**src/rtl/product_accumulator_pkg.sv**
```systemverilog
// Shared state encodings and default widths for the product accumulator.
package product_accumulator_pkg;

  typedef logic [1:0] acc_state_t;

  localparam acc_state_t ST_IDLE  = 2'd0;
  localparam acc_state_t ST_ACCUM = 2'd1;
  localparam acc_state_t ST_DONE  = 2'd2;

  localparam int DEF_PROD_WIDTH   = 4;
  localparam int DEF_ACC_WIDTH    = 12;
  localparam int DEF_NUM_PRODUCTS = 8;
  localparam int DEF_CNT_WIDTH    = 4;

endpackage

```
**src/rtl/product_accumulator_ripple_adder.sv**
```systemverilog
// Ripple-carry adder assembled from half_adder cells; two half adders plus
// an OR form each full-adder stage.
module half_adder (
  input  logic a,
  input  logic b,
  output logic sum,
  output logic carry
);
  assign sum   = a ^ b;
  assign carry = a & b;
endmodule

module ripple_adder #(
  parameter int WIDTH = 12
) (
  input  logic [WIDTH-1:0] a,
  input  logic [WIDTH-1:0] b,
  output logic [WIDTH-1:0] sum,
  output logic             carry_out
);
  logic [WIDTH:0]   carry;
  logic [WIDTH-1:0] part_sum;
  logic [WIDTH-1:0] part_c0;
  logic [WIDTH-1:0] part_c1;

  assign carry[0] = 1'b0;

  for (genvar i = 0; i < WIDTH; i++) begin : g_stage
    half_adder u_ha0 (
      .a     (a[i]),
      .b     (b[i]),
      .sum   (part_sum[i]),
      .carry (part_c0[i])
    );
    half_adder u_ha1 (
      .a     (part_sum[i]),
      .b     (carry[i]),
      .sum   (sum[i]),
      .carry (part_c1[i])
    );
    assign carry[i+1] = part_c0[i] | part_c1[i];
  end

  assign carry_out = carry[WIDTH];
endmodule

```
**src/rtl/product_accumulator.sv**
```systemverilog
// Sums a fixed number of multiplier products over valid/ready into a
// saturating accumulator and holds the total until acknowledged.
//
//   state    | meaning
//   ---------+--------------------------------------------------
//   ST_IDLE  | waiting for start; last result and overflow held
//   ST_ACCUM | accepting products, prod_ready=1
//   ST_DONE  | total presented on acc_out, acc_valid=1 until ack
module product_accumulator
  import product_accumulator_pkg::*;
#(
  parameter int PROD_WIDTH   = DEF_PROD_WIDTH,
  parameter int ACC_WIDTH    = DEF_ACC_WIDTH,
  parameter int NUM_PRODUCTS = DEF_NUM_PRODUCTS,
  parameter int CNT_WIDTH    = DEF_CNT_WIDTH
) (
  input  logic                  clock,
  input  logic                  reset,
  input  logic                  start,
  input  logic [PROD_WIDTH-1:0] prod,
  input  logic                  prod_valid,
  output logic                  prod_ready,
  output logic [ACC_WIDTH-1:0]  acc_out,
  output logic                  acc_valid,
  input  logic                  acc_ack,
  output logic                  overflow,
  output logic                  busy
);

  acc_state_t           state;
  logic [CNT_WIDTH-1:0] count;
  logic [ACC_WIDTH-1:0] prod_ext;
  logic [ACC_WIDTH-1:0] sum;
  logic                 carry;
  logic                 xfer;
  logic                 last;

  assign prod_ext = ACC_WIDTH'(prod);

  ripple_adder #(.WIDTH(ACC_WIDTH)) u_adder (
    .a         (acc_out),
    .b         (prod_ext),
    .sum       (sum),
    .carry_out (carry)
  );

  assign prod_ready = (state == ST_ACCUM);
  assign acc_valid  = (state == ST_DONE);
  assign busy       = (state != ST_IDLE);
  assign xfer       = prod_valid && prod_ready;
  assign last       = (count == CNT_WIDTH'(NUM_PRODUCTS - 1));

  always_ff @(posedge clock or posedge reset) begin
    if (reset) begin
      state    <= ST_IDLE;
      count    <= '0;
      acc_out  <= '0;
      overflow <= 1'b0;
    end else begin
      case (state)
        ST_IDLE: begin
          if (start) begin
            acc_out  <= '0;
            overflow <= 1'b0;
            count    <= '0;
            state    <= ST_ACCUM;
          end
        end
        ST_ACCUM: begin
          if (xfer) begin
            // adder carry-out means the true sum no longer fits
            if (carry) begin
              acc_out  <= '1;
              overflow <= 1'b1;
            end else begin
              acc_out <= sum;
            end
            count <= count + CNT_WIDTH'(1);
            if (last) state <= ST_DONE;
          end
        end
        ST_DONE: begin
          if (acc_ack) state <= ST_IDLE;
        end
        default: state <= ST_IDLE;
      endcase
    end
  end

endmodule

```
**config.mk**
```make
export PLATFORM = sky130hd
export DESIGN_NAME = product_accumulator
export DESIGN_NICKNAME = d
export VERILOG_FILES = /design/src/rtl/product_accumulator_pkg.sv /design/src/rtl/product_accumulator_ripple_adder.sv /design/src/rtl/product_accumulator.sv
export SDC_FILE = /design/constraint.sdc
export NUM_CORES = 1
export LEC_CHECK = 0
export CORE_MARGIN = 5
export CORE_UTILIZATION = 54
export DETAILED_ROUTE_END_ITERATION = 16
export GPL_TIMING_DRIVEN = 0
export PLACE_DENSITY = 0.84
export SLEW_MARGIN = 20
export SYNTH_ARGS = -nofsm -noshare
export SYNTH_HDL_FRONTEND = slang
export SYNTH_SLANG_ARGS = --single-unit
```
**constraint.sdc**
```tcl
create_clock -name clock -period 5.5 [get_ports clock]
set_clock_uncertainty 0.05 [all_clocks]
set_input_delay 1.1 -clock clock [delete_from_list [all_inputs] [get_ports clock]]
set_output_delay 1.1 -clock clock [all_outputs]
set_load 0.05 [all_outputs]
```
**After elaboration in Yosys (flattened, before gate mapping)**

Index checks and enable logic that the tools add are counted.

- Bits of input ports: 9
- Output and inout port bits: 16
- Register bits after elaboration: 19
- Logic and storage cells: 69

- Reductions and logical operators: 7
- Bitwise gates (word level): 33
- Eq/ne operators: 8
- Muxes and demuxes: 16
- $add $sub $neg: 1

Operators by type and width:

| operator | number |
|---|---|
| $mux W12 | 3 |
| $pmux W12 S2 | 1 |
| $and A1 B1 Y1 | 15 |
| $xor A1 B1 Y1 | 15 |
| $mux W2 | 4 |
| $mux W4 | 2 |
| $ne A2 B1 Y1 const B | 4 |
| $pmux W4 S2 | 1 |
| $reduce_and A4 Y1 | 2 |
| $pmux W2 S3 | 1 |
| $add A4 B1 Y4 const B | 1 |
| $eq A4 B3 Y1 const B | 1 |
| $reduce_bool A2 Y1 | 2 |
| $mux W1 | 3 |
| $or A1 B1 Y1 | 3 |
| $reduce_and A3 Y1 | 1 |
| $eq A2 B1 Y1 const B | 1 |
| $eq A2 B2 Y1 const B | 1 |
| $logic_not A2 Y1 | 1 |
| $ne A2 B2 Y1 const B | 1 |
| $pmux W1 S2 | 1 |
| $logic_and A1 B1 Y1 | 1 |

**Longest topological paths before layout**

Gate-level depths: netlist (run 1).

- Word-level depth: 18
- Depth in mapped cells: 15
- Mapped depth without buffers: 14

**Modules after synthesis**

Synthesis (run 1) repeated with hierarchy kept, for this count alone.

- Cells, all modules: 113
- Area, all modules: 1224.9 um^2

By module, submodules not included:

| module | times used | sequential area each (um^2) | area each (um^2) | cells an instance |
|---|---|---|---|---|
| product_accumulator | 1 | 475.5 | 845.8 | 76 |
| half_adder | 24 | 0.0 | 12.5 | 1 |
| ripple_adder | 1 | 0.0 | 78.8 | 13 |

**Worst setup path before layout (run 1)**

Ideal clock, no wire load.

- Kind: input to register
- From: input prod[0]
- To: register acc_out[0]
- Path slack: 1184 ps
- Stages: 15
- Setup time: 126 ps
- Arrival time: 4140 ps
- Path buffers: 1
- Required time: 5324 ps
- Cell sequence: ha_1 fa_1 fa_1 fa_1 ha_1 ha_1 ha_1 ha_1 ha_1 ha_1 ha_1 and2_1 clkbuf_1 nor2_1 o2bb2ai_2

- Cells in the longest elaborated chain, start to end: 18
- Elaborated cells on any way between the ends: 19
- Classes of those cells: mux: 3; bitwise: 16

Ends and longest elaborated chain:

| element | RTL line | text |
|---|---|---|
| from (decl) | product_accumulator.sv:20 | `input logic [PROD_WIDTH-1:0] prod,` |
| $and A1 B1 Y1 (2 in a row) | product_accumulator_ripple_adder.sv:10 | `assign carry = a & b;` |
| $or A1 B1 Y1 | product_accumulator_ripple_adder.sv:41 | `assign carry[i+1] = part_c0[i] \| part_c1[i];` |
| $and A1 B1 Y1 | product_accumulator_ripple_adder.sv:10 |  |
| $or A1 B1 Y1 | product_accumulator_ripple_adder.sv:41 |  |
| $and A1 B1 Y1 | product_accumulator_ripple_adder.sv:10 |  |
| $or A1 B1 Y1 | product_accumulator_ripple_adder.sv:41 |  |
| $and A1 B1 Y1 (8 in a row) | product_accumulator_ripple_adder.sv:10 |  |
| $mux W12 (*) | product_accumulator.sv:72 | `if (carry) begin` |
| $mux W12 (*) | product_accumulator.sv:70 | `if (xfer) begin` |
| $pmux W12 S2 (*) | product_accumulator.sv:60 | `case (state)` |
| to (signal assigned) | product_accumulator.sv:76 | `acc_out <= sum;` |
| to (decl) | product_accumulator.sv:23 | `output logic [ACC_WIDTH-1:0] acc_out,` |

Mark *: on every way between the ends. The rest lies on a longest branch, timed or not. The select of a mux whose other input is x is not followed.
A chain may end at the register's enable or synchronous reset.

**Worst setup path after layout (run 1)**

- From: input prod[0]
- To: register acc_out[7]

- Cells in the longest elaborated chain, start to end: 18
- Elaborated cells on any way between the ends: 19
- Classes of those cells: mux: 3; bitwise: 16

Ends and longest elaborated chain:

| element | RTL line |
|---|---|
| $and A1 B1 Y1 (*) (2 in a row) | product_accumulator_ripple_adder.sv:10 |
| $or A1 B1 Y1 (*) | product_accumulator_ripple_adder.sv:41 |
| $and A1 B1 Y1 (*) | product_accumulator_ripple_adder.sv:10 |
| $or A1 B1 Y1 (*) | product_accumulator_ripple_adder.sv:41 |
| $and A1 B1 Y1 (*) | product_accumulator_ripple_adder.sv:10 |
| $or A1 B1 Y1 (*) | product_accumulator_ripple_adder.sv:41 |
| $and A1 B1 Y1 (*) (3 in a row) | product_accumulator_ripple_adder.sv:10 |
| $and A1 B1 Y1 (5 in a row) | product_accumulator_ripple_adder.sv:10 |
| $mux W12 (*) | product_accumulator.sv:72 |
| $mux W12 (*) | product_accumulator.sv:70 |
| $pmux W12 S2 (*) | product_accumulator.sv:60 |

Marks and branches as above.

==> out/qor.log, run 1 <==
qor: yosys.syn_nets 123
qor: clock_network.cts_tree built
qor: worst_hold_path.hp-class register to register
qor: yosys.synth.yosys.warnings 0
qor: clock_network.cts-resized-gates 0
qor: sta.rsz0062_at_grt false
qor: setup_path.worst_ep_arrival_time 4.84 ns
qor: clock_network.ctsHtreeMaxLevel 1
qor: sta.tightest_slew 0.7206 ns
qor: routing.via_per_inst 5.166
qor: setup_path.critical_path.endpoint_type register
qor: routing.remaining_antenna_violation_count_after_routing 0
qor: setup_path.crit_path_max_fanout 10
qor: placement.dpl_cell_area 1449 um2
qor: routing.drt_drc_violations_left 0
qor: clock_network.root_buffer sky130_fd_sc_hd__clkbuf_4
qor: floorplan.die-height 56.65 um
qor: clock_network.numCtsBuffers 3
qor: sta.max_slew_margin 0.5191
qor: sta.period_utilization_post_route 0.8537
qor: sta.setup-violations-final 0
qor: clock_network.clock_path_buffers 2
qor: floorplan.core_area 2022 um2
qor: sta.timing_hold_violations_final 0
qor: clock_network.post-cts-setup-buffers 0
qor: power.vdd_drop_max 335.2 uV
qor: clock_network.worst_setup_hold_path_clk_slew 0.11 ns
qor: layout.design.final.nets 152
qor: sta.achievable-frequency 213.0 MHz
qor: yosys.yosysSeqAreaShare 0.4047
qor: routing.wl_cell 13.85 um
qor: placement.place.gp.congestion 0.7987
qor: setup_path.worst-setup-path-type primary input to register
qor: floorplan.floorplan.die.width 56.65 um
qor: layout.post_route_cells_drive_above_1_share 0.2385
qor: flow_run.maxCapViolations 0
qor: sta.drv_slew 0
qor: power.power.static_leakage 0.0006910 uW
qor: global_route.global_route_wire_length_before_repair 3.836 mm
qor: floorplan.design.portCount 25
qor: sta.final.setup.tns 0 ns
qor: yosys.ys_top_cells_by_area sky130_fd_sc_hd__dfrtp_1, sky130_fd_sc_hd__o2bb2ai_2, sky130_fd_sc_hd__ha_1
qor: yosys.ys_types 32
qor: power.p_per_area 502.9 nW/um2
qor: layout.total_non_filler_cell_area_in_the_finished_layout 1475 um2
qor: yosys.synth_largest_area_cell sky130_fd_sc_hd__dfrtp_1
qor: yosys.synth.avg_cell_area 11.52 um2
qor: placement.io_buffer_count 24
qor: yosys.yosys.area.top_type_share 0.4047
qor: sta.finalCriticalPeriod 4.695 ns
qor: status.run_status complete, no violations
qor: setup_path.critPathLaunchType primary input
qor: global_route.grt_antenna_before_repair 0
qor: routing.count_of_vias_placed_by_the_detailed_router 811
qor: setup_path.worst_ep_required_time 5.64 ns
qor: clock_network.clock_latency_reported_for_the_late_side_of_the_worst_skew_pair 0.30 ns
qor: yosys.ys_ff_latch 19
qor: routing.wire_length_after_detailed_routing 2.175 mm
qor: layout.antenna_diode_count 0
qor: global_route.grt_remaining_overflow 0
qor: yosys.synth_area 1175 um2
qor: global_route.first_global_vias 808
qor: floorplan.fp.dieArea 3209 um2
qor: placement.hpwl_reported_at_the_end_of_detailed_placement 1.677 mm
qor: routing.drt_iter0_drc 20
qor: yosys.syn_inst 102
qor: routing.drtPass1Iterations 4
qor: floorplan.start_util 0.5811
qor: global_route.grt_start_max_net_pins 20
qor: clock_network.holdBufCountCts 0
qor: floorplan.num_rows 16
qor: global_route.gr-usage-all-layers 0.1540
qor: layout.layout-area-overhead-vs-synth 25.56%
qor: clock_network.cts_num_sinks 19
[per-stage QoR]
| stage | util | total power (uW) | setup WS [ns] | hold WS [ns] | cells |
|---|---|---|---|---|---|
| floorplan | - | 559.8 | 1.184 | 0.4285 | 102 |
| global placement | 0.7166 | 658.0 | 0.5123 | 0.4229 | 153 |
| detailed placement | 0.7166 | 676.0 | 0.4351 | 0.4329 | 153 |
| CTS | 0.7296 | 749.1 | 0.7757 | 0.4575 | 157 |
| global route | 0.7296 | 794.9 | 0.6311 | 0.4713 | 157 |
| finish | 0.7296 | 741.8 | 0.8047 | 0.4518 | 157 |
[sequential cells by signal (all words and copies together), names as in the netlist]
| register | cells |
|---|---|
| overflow | 1 |
| count | 4 |
| acc_out | 12 |
| state | 2 |
[power breakdown]
group | leakage (uW) | internal [uW] | switching [uW]
combinational | 0.000432 | 188 | 249
clock | 0.0000150 | 28.3 | 45.1
sequential | 0.000245 | 185 | 46.0
total | 0.000691 | 401 | 340
[metal layers]
| layer | vias up | track usage | part of all wire | wire length [um] |
|---|---|---|---|---|
| met4 | 0 | 0.05085 | 0.012 | 26 |
| met3 | 4 | 0.04128 | 0.051 | 110 |
| met2 | 23 | 0.2409 | 0.48 | 1053 |
| met5 | - | 0 | 0 | 0 |
| met1 | 383 | 0.2052 | 0.45 | 984 |
| li1 | 401 | - | - | - |
[placed cells by master, fill, tap and decap left out, drive strengths merged, types with 2 or more instances in the layout]
master	instances
buf	15
clkbuf	6
clkdlybuf4s50	24
dfrtp	19
fa	3
ha	9
inv	2
mux2	2
nand2	4
nor2	15
o21ai	4
o2bb2ai	11
[final timing paths]
| kind | from | endpoint | slack (ns) | cells past startpoint |
|---|---|---|---|---|
| hold / removal | overflow$_DFFE_PP0P_ | overflow$_DFFE_PP0P_ | 0.45 | 1 |
| setup / recovery | prod[0] | acc_out[7]$_DFFE_PP0P_ | 0.80 | 16 |
| hold reg to reg | overflow$_DFFE_PP0P_ | overflow$_DFFE_PP0P_ | 0.45 | 1 |
| max in group asynchronous | reset | state[1]$_DFFE_PP0P_ | 3.79 | 2 |
| setup reg to reg | acc_out[0]$_DFFE_PP0P_ | acc_out[7]$_DFFE_PP0P_ | 1.59 | 15 |
| min in group asynchronous | reset | acc_out[8]$_DFFE_PP0P_ | 1.16 | 2 |
[final cells by class]
class                      instances  area [um2]
fill                             155       546.8
tap                               27       33.78
sequential                        19       475.5
clock buffer                       4       26.28
inverter                           2       7.507
buffer                            17       126.4
timing repair buffer              24       240.2
multi-input combinational         64       565.5
[synthesized netlist by cell type (all sizes together)]
cell type	count
dfrtp	19
buf	15
nor2	15
o2bb2ai	11
ha	9
nand2	4
o21ai	4
fa	3
clkbuf	2
inv	2
mux2	2
a21boi	1
a22o	1
a32o	1
and2	1
and2b	1
and3	1
mux2i	1
nand3	1
nand3b	1
nand4b	1
nor2b	1
nor3	1
o21a	1
o21bai	1
or2	1
or3	1
[worst max-delay path: stages]
cell	delay, ns
sky130_fd_sc_hd__clkdlybuf4s50_1	0.40
sky130_fd_sc_hd__ha_1	0.22
sky130_fd_sc_hd__fa_1	0.38
sky130_fd_sc_hd__fa_1	0.38
sky130_fd_sc_hd__fa_1	0.37
sky130_fd_sc_hd__ha_1	0.19
sky130_fd_sc_hd__ha_1	0.18
sky130_fd_sc_hd__ha_1	0.18
sky130_fd_sc_hd__ha_1	0.18
sky130_fd_sc_hd__ha_1	0.17
sky130_fd_sc_hd__ha_1	0.19
sky130_fd_sc_hd__ha_1	0.19
sky130_fd_sc_hd__and2_1	0.18
sky130_fd_sc_hd__clkbuf_1	0.22
sky130_fd_sc_hd__nor2_1	0.21
sky130_fd_sc_hd__o2bb2ai_2	0.07
[cells by family (layout without fill, tap and decap cells)]
| kind of cell | count (synthesis) | in the layout | synth area share |
|---|---|---|---|
| AOI/OAI and AO/OA | 20 | 20 | 0.1874 |
| buffers and inverters | 19 | 47 | 0.1139 |
| DFF | 19 | 19 | 0.4047 |
| and+or+nand+nor | 29 | 29 | 0.1193 |
| adders and majority gates | 12 | 12 | 0.1470 |
| muxes | 3 | 3 | 0.02769 |
No activity file was read; power rests on OpenSTA's default activity.
==> run 2, diff against run 1 <==
--- a/config.mk
+++ b/config.mk
@@ -8,7 +8,6 @@
 export CORE_MARGIN = 5
 export CORE_UTILIZATION = 54
 export DETAILED_ROUTE_END_ITERATION = 16
-export GPL_TIMING_DRIVEN = 0
 export PLACE_DENSITY = 0.84
 export SLEW_MARGIN = 20
 export SYNTH_ARGS = -nofsm -noshare
==> out/qor.log, run 2 (synthesized netlist as in run 1, its figures left out) <==
qor: floorplan.core_area 2022 um2 [unchanged]
qor: placement.io_buffer_count 24 [unchanged]
qor: layout.antenna_diode_count 0 [unchanged]
qor: floorplan.die-height 56.65 um [unchanged]
qor: clock_network.cts_tree built
qor: setup_path.cpMostUsedCell sky130_fd_sc_hd__ha_1
qor: clock_network.cts_num_sinks 19 [unchanged]
qor: placement.dpl.cell_count 136 [-11%]
qor: worst_hold_path.holdPathStages 1 [unchanged]
qor: layout.largest_register_ff_count 12 [unchanged]
qor: sta.setup-violations-final 0 [unchanged]
qor: sta.achievable-frequency 217.6 MHz [+2.2%]
qor: setup_path.crit_start prod[0]
qor: setup_path.worst-setup-path-type primary input to register
qor: status.run_status complete, no violations
qor: global_route.grt_remaining_overflow 0 [unchanged]
qor: setup_path.worst_ep_required_time 5.66 ns [+0.02 ns]
qor: setup_path.crit_path_max_fanout 12 [+2]
qor: clock_network.holdBufCountCts 0 [unchanged]
qor: floorplan.floorplan.die.width 56.65 um [unchanged]
qor: global_route.grt_antenna_before_repair 0 [unchanged]
qor: layout.design.final.nets 135 [-11%]
qor: setup_path.critical_path.endpoint_type register
qor: setup_path.critPathLaunchType primary input
qor: layout.layout_commonest_cell sky130_fd_sc_hd__clkdlybuf4s50_1
qor: layout.post_route_cells_drive_above_1_share 0.1416 [-0.09687]
qor: sta.max_slew_margin 0.5324 [+0.01332]
qor: power.power.static_leakage 0.0006097 uW [-12%]
qor: clock_network.worst_setup_hold_path_clk_slew 0.12 ns [about the same]
qor: routing.drtPass1Iterations 4 [unchanged]
qor: setup_path.r2r_cells 13 [-2]
qor: setup_path.r2r-start acc_out[0]$_DFFE_PP0P_
qor: clock_network.post-cts-setup-buffers 0 [unchanged]
qor: setup_path.critical_path.slowest_cell sky130_fd_sc_hd__clkdlybuf4s50_1
qor: sta.worst_hold_slack 0.4512 ns [-0.0006200 ns]
qor: sta.timing_hold_violations_final 0 [unchanged]
qor: sta.tightest_slew 0.7007 ns [-0.01996 ns]
qor: routing.count_of_vias_placed_by_the_detailed_router 780 [-3.8%]
qor: clock_network.ctsHtreeMaxLevel 1 [unchanged]
qor: floorplan.num_rows 16 [unchanged]
qor: routing.via_per_inst 5.571 [+7.9%]
qor: setup_path.worst_r2r_endpoint overflow$_DFFE_PP0P_
qor: setup_path.worst_ep_arrival_time 4.76 ns [-0.08 ns]
qor: global_route.global_route_wire_length_before_repair 3.436 mm [-10%]
qor: sta.period_utilization_post_route 0.8354 [-0.01829]
qor: layout.most-common-layout-cells sky130_fd_sc_hd__clkdlybuf4s50_1, sky130_fd_sc_hd__dfrtp_1, sky130_fd_sc_hd__nor2_1
qor: sta.finalCriticalPeriod 4.595 ns [-0.1006 ns]
qor: sta.final.setup.tns 0 ns [unchanged]
qor: flow_run.maxCapViolations 0 [unchanged]
qor: routing.drt_iter0_drc 6 [-70%]
qor: floorplan.start_util 0.5811 [unchanged]
qor: power.p_per_area 497.6 nW/um2 [-1.0%]
qor: layout.layout-area-overhead-vs-synth 14.91%
qor: sta.drv_slew 0 [unchanged]
qor: layout.final_cell_count_no_fill 140 [-11%]
qor: global_route.first_global_vias 754 [-6.7%]
qor: worst_hold_path.hold_path.startpoint overflow$_DFFE_PP0P_
qor: floorplan.design.portCount 25 [unchanged]
qor: clock_network.cts-resized-gates 0 [unchanged]
qor: layout.layout.filler_cells 162 [+4.5%]
qor: placement.place.gp.congestion 0.8178 [+2.4%]
qor: global_route.grt_start_max_net_pins 20 [unchanged]
qor: routing.drt_drc_violations_left 0 [unchanged]
qor: global_route.gr-usage-all-layers 0.1370 [-0.01692]
qor: sta.rsz0062_at_grt false
qor: setup_path.path_cells clkdlybuf4s50_1, ha_1, fa_1, fa_1, fa_1, ha_1, ha_1, ha_1, ha_1, ha_1, ha_1, ha_1, and2_1, a32o_1
qor: layout.seqCellArea 475.5 um2 [unchanged]
qor: routing.wl_cell 14.01 um [+1.2%]
qor: clock_network.numCtsBuffers 3 [unchanged]
qor: routing.wire_length_after_detailed_routing 1.962 mm [-9.8%]
qor: worst_hold_path.hp-class register to register
qor: placement.hpwl_reported_at_the_end_of_detailed_placement 1.470 mm [-12%]
qor: power.vdd_drop_max 357.8 uV [+6.7%]
qor: clock_network.clock_latency_reported_for_the_late_side_of_the_worst_skew_pair 0.31 ns [about the same]
qor: setup_path.worst-r2r-setup-slack 1.72 ns [+0.13 ns]
qor: routing.remaining_antenna_violation_count_after_routing 0 [unchanged]
qor: setup_path.max_stage_delay 0.42 ns [+0.02 ns]
qor: floorplan.fp.dieArea 3209 um2 [unchanged]
qor: layout.multi_input_area 565.5 um2 [unchanged]
qor: layout.largest_registers acc_out (12), count (4), state (2)
qor: power.report.power.total 671.8 uW [-9.4%]
qor: clock_network.root_buffer sky130_fd_sc_hd__clkbuf_4
qor: clock_network.clock_path_buffers 2 [unchanged]
qor: worst_hold_path.timing.hold.worst_endpoint overflow$_DFFE_PP0P_
qor: layout.register_with_the_most_flip_flops acc_out
==> run 2: per-layer routing <==
| layer | share of wire | vias up | routed length, um | global-route usage |
|---|---|---|---|---|
| met2 | 0.47 | 19 | 930 | 0.2244 |
| met5 | 0 | - | 0 | 0 |
| met3 | 0.061 | 4 | 119 | 0.05046 |
| li1 | - | 369 | - | - |
| met4 | 0.0071 | 0 | 14 | 0.04068 |
| met1 | 0.46 | 388 | 898 | 0.1671 |
==> run 2: how the worst max path moves through the flow <==
stage | endpoint | slack [ns] | depth (start not counted)
6_report | overflow$_DFFE_PP0P_ | 0.91 | 14
5_1_grt | overflow$_DFFE_PP0P_ | 0.77 | 14
4_1_cts | overflow$_DFFE_PP0P_ | 0.90 | 14
3_5_place_dp | overflow$_DFFE_PP0P_ | 0.57 | 14
3_3_place_gp | overflow$_DFFE_PP0P_ | 0.61 | 14
2_1_floorplan | acc_out[0]$_DFFE_PP0P_ | 1.18 | 15
==> run 2: final cells by class <==
class / count / share of cell area
Sequential cell: 19 / 0.3522
Tap cell: 27 / 0.02502
Inverter: 2 / 0.005561
Timing Repair Buffer: 24 / 0.1779
Multi-Input combinational cell: 64 / 0.4189
Clock buffer: 3 / 0.01668
Clock inverter: 1 / 0.003707
==> run 2: critical path: cells and delay by family <==
kind | cells | cell delay, ns
adder cells (fa/ha/maj) | 11 | 2.63
buffers and inverters | 1 | 0.42
AO/OA/AOI/OAI | 1 | 0.31
AND/OR/NAND/NOR | 1 | 0.30
==> run 2: stage by stage <==
step,setup WS [ns],cell area [um2],utilization
2_1_floorplan,1.184,1175,-
3_3_place_gp,0.6062,1323,0.6541
3_5_place_dp,0.5724,1323,0.6541
4_1_cts,0.8984,1350,0.6677
5_1_grt,0.7743,1350,0.6677
6_report,0.9053,1350,0.6677
==> run 2: power by group <==
| part | total [uW] | internal (uW) | switching (uW) |
|---|---|---|---|
| Combinational | 365 | 142 | 223 |
| Sequential | 235 | 183 | 51.6 |
| Clock | 71.7 | 27.2 | 44.5 |
| Total | 672 | 353 | 319 |
==> run 3, diff against run 2 <==
--- a/config.mk
+++ b/config.mk
@@ -6,9 +6,9 @@
 export NUM_CORES = 1
 export LEC_CHECK = 0
 export CORE_MARGIN = 5
-export CORE_UTILIZATION = 54
+export CORE_UTILIZATION = 50
 export DETAILED_ROUTE_END_ITERATION = 16
-export PLACE_DENSITY = 0.84
+export PLACE_DENSITY = 0.79
 export SLEW_MARGIN = 20
 export SYNTH_ARGS = -nofsm -noshare
 export SYNTH_HDL_FRONTEND = slang
==> constraint.sdc (replaced) <==
create_clock -name clock -period 4.82 [get_ports clock]
set_clock_uncertainty 0.05 [all_clocks]
set_input_delay 0.964 -clock clock [delete_from_list [all_inputs] [get_ports clock]]
set_output_delay 0.964 -clock clock [all_outputs]
set_load 0.05 [all_outputs]
==> out/qor.log, run 3 (synthesized netlist as in run 1, its figures left out) <==
qor: worst_hold_path.hold_path.startpoint overflow$_DFFE_PP0P_
qor: layout.register_with_the_most_flip_flops acc_out
qor: power.p_comb_frac 0.546 [+0.003]
qor: placement.io_buffer_count 24 [unchanged]
qor: status.run_status complete, no violations
qor: sta.drv_slew 0 [unchanged]
qor: layout.antenna_diode_count 0 [unchanged]
qor: sta.rsz0062_at_grt false
qor: floorplan.core_area 2233 um2 [+10%]
qor: placement.hpwl_reported_at_the_end_of_detailed_placement 1.501 mm [+2.1%]
qor: power.sequential_cell_fraction_of_total_power 0.352 [+0.002]
qor: layout.most-common-layout-cells sky130_fd_sc_hd__clkdlybuf4s50_1, sky130_fd_sc_hd__dfrtp_1, sky130_fd_sc_hd__nor2_1
qor: power.power.static_leakage 0.0006070 uW [-0.45%]
qor: clock_network.clock_path_buffers 2 [unchanged]
qor: clock_network.clock_latency_reported_for_the_late_side_of_the_worst_skew_pair 0.29 ns [-0.02 ns]
qor: floorplan.num_rows 17 [+1]
qor: layout.largest_registers acc_out (12), count (4), state (2)
qor: setup_path.crit_start prod[0]
qor: clock_network.root_buffer sky130_fd_sc_hd__clkbuf_4
qor: placement.place.gp.congestion 0.7578 [-7.3%]
qor: sta.timing_hold_violations_final 0 [unchanged]
qor: layout.layout-area-overhead-vs-synth 14.91% [unchanged]
qor: setup_path.critPathLaunchType primary input
qor: sta.final.setup.tns 0 ns [unchanged]
qor: layout.largest_register_ff_count 12 [unchanged]
qor: setup_path.crit_path_max_fanout 12 [unchanged]
qor: layout.final_cell_count_no_fill 141 [+0.71%]
qor: routing.drt_iter0_drc 8 [+2]
qor: clock_network.cts_num_sinks 19 [unchanged]
qor: floorplan.design.portCount 25 [unchanged]
qor: clock_network.worst_setup_hold_path_clk_slew 0.10 ns [-0.02 ns]
qor: sta.max_slew_margin 0.5355 [+0.003115]
qor: layout.post_route_cells_drive_above_1_share 0.1327 [-0.008850]
qor: routing.via_per_inst 5.532 [-0.71%]
qor: clock_network.holdBufCountCts 0 [unchanged]
qor: placement.dpl_cell_area 1324 um2 [about the same]
qor: sta.tightest_slew 0.6960 ns [-0.004668 ns]
qor: layout.total_non_filler_cell_area_in_the_finished_layout 1350 um2 [unchanged]
qor: layout.design.final.nets 135 [unchanged]
qor: routing.drt_drc_violations_left 0 [unchanged]
qor: clock_network.numCtsBuffers 3 [unchanged]
qor: setup_path.r2r-start acc_out[0]$_DFFE_PP0P_
qor: setup_path.worst_ep_required_time 4.96 ns [-0.70 ns]
qor: clock_network.cts_tree built
qor: power.vdd_drop_max 360.9 uV [+0.85%]
qor: sta.finalCriticalPeriod 4.453 ns
qor: global_route.grt_antenna_before_repair 0 [unchanged]
qor: floorplan.fp.dieArea 3419 um2 [+6.6%]
qor: global_route.grt_remaining_overflow 0 [unchanged]
qor: routing.count_of_vias_placed_by_the_detailed_router 780 [unchanged]
qor: layout.multi_input_area 565.5 um2 [unchanged]
qor: clock_network.ctsHtreeMaxLevel 1 [unchanged]
qor: power.pwr-share-clk 0.102 [-0.005]
qor: setup_path.worst_ep_arrival_time 4.59 ns [-0.17 ns]
qor: floorplan.floorplan.die.width 58.48 um [+3.2%]
qor: power.power.net_switching 357.4 uW [+12%]
qor: floorplan.die-height 58.48 um [+3.2%]
qor: power.power_switching_share 0.4697 [-0.005027]
qor: setup_path.critical_path.endpoint_type register
qor: sta.period_utilization_post_route 0.9238
qor: setup_path.worst-setup-path-type primary input to register
qor: clock_network.post-cts-setup-buffers 0 [unchanged]
qor: global_route.global_route_wire_length_before_repair 3.588 mm [+4.4%]
qor: worst_hold_path.hp-class register to register
qor: layout.layout.filler_cells 186 [+15%]
qor: layout.seqCellArea 475.5 um2 [unchanged]
qor: global_route.grt_start_max_net_pins 20 [unchanged]
qor: routing.remaining_antenna_violation_count_after_routing 0 [unchanged]
qor: layout.layout_commonest_cell sky130_fd_sc_hd__clkdlybuf4s50_1
qor: global_route.gr-usage-all-layers 0.1380 [+0.0009557]
qor: global_route.first_global_vias 828 [+9.8%]
qor: sta.achievable-frequency 224.6 MHz
qor: routing.drtPass1Iterations 4 [unchanged]
qor: power.p_per_area 563.6 nW/um2 [+13%]
qor: sta.setup-violations-final 0 [unchanged]
qor: flow_run.maxCapViolations 0 [unchanged]
qor: routing.wl_cell 13.94 um [-0.51%]
qor: clock_network.cts-resized-gates 0 [unchanged]
qor: floorplan.start_util 0.5261 [-0.05501]
qor: placement.dpl.cell_count 137 [+0.74%]
qor: routing.wire_length_after_detailed_routing 1.966 mm [+0.20%]
qor: power.p_int 403.5 uW [+14%]
==> run 3: cell types whose count changed in the layout (fill, tap and decap cells not counted), sizes merged <==
cell,change
clkinv,-1
clkbuf,+1
==> run 3: stage by stage <==
stage | hold slack, ns | power, uW | worst slack [ns] | util
2_1_floorplan | 0.4285 | 638.8 | 0.6401 | -
3_5_place_dp | 0.4321 | 692.1 | 0.01133 | 0.5927
4_1_cts | 0.4564 | 774.0 | 0.3434 | 0.6045
3_3_place_gp | 0.4285 | 675.5 | 0.05033 | 0.5927
5_1_grt | 0.4645 | 817.8 | 0.2828 | 0.6045
6_report | 0.4486 | 760.8 | 0.3674 | 0.6045
==> run 3: final timing paths <==
path / end / slack [ns] / cells past startpoint
max: overflow$_DFFE_PP0P_ / 0.37 / 14
min: overflow$_DFFE_PP0P_ / 0.45 / 1
max reg2reg: overflow$_DFFE_PP0P_ / 1.03 / 13
min reg2reg: overflow$_DFFE_PP0P_ / 0.45 / 1
max in group asynchronous: acc_out[4]$_DFFE_PP0P_ / 3.25 / 2
min in group asynchronous: count[2]$_DFFE_PP0P_ / 1.03 / 2
==> run 3: final cells by class <==
cell class / instances / share of cell area
sequential: 19 / 0.3522
clock buffer: 4 / 0.01946
inverter: 2 / 0.005561
multi-input combinational: 64 / 0.4189
tap: 28 / 0.02595
timing repair buffer: 24 / 0.1779
==> run 3: power by group through the flow <==
| stage | Sequential [uW] | Clock, uW | Combinational [uW] |
|---|---|---|---|
| detailed placement | 271 | 0 | 421 |
| global route | 278 | 90.9 | 448 |
| floorplan | 254 | 0 | 385 |
| CTS | 268 | 82.8 | 423 |
| finish | 268 | 77.6 | 416 |
| global placement | 268 | 0 | 408 |
==> run 3: worst max-delay path, stage by stage <==
cell and delay [ns]:
sky130_fd_sc_hd__clkdlybuf4s50_1 0.41, sky130_fd_sc_hd__ha_1 0.21, sky130_fd_sc_hd__fa_1 0.38, sky130_fd_sc_hd__fa_1 0.38, sky130_fd_sc_hd__fa_1 0.37, sky130_fd_sc_hd__ha_1 0.19, sky130_fd_sc_hd__ha_1 0.18, sky130_fd_sc_hd__ha_1 0.18
sky130_fd_sc_hd__ha_1 0.18, sky130_fd_sc_hd__ha_1 0.18, sky130_fd_sc_hd__ha_1 0.18, sky130_fd_sc_hd__ha_1 0.18, sky130_fd_sc_hd__and2_1 0.29, sky130_fd_sc_hd__a32o_1 0.31
==> run 3: routing by layer <==
metal | part of all wire | vias up | track usage
met5 | 0 | - | 0
met4 | 0.013 | 0 | 0.05960
met3 | 0.046 | 2 | 0.04386
met2 | 0.51 | 19 | 0.2344
met1 | 0.43 | 383 | 0.1584
li1 | - | 376 | -
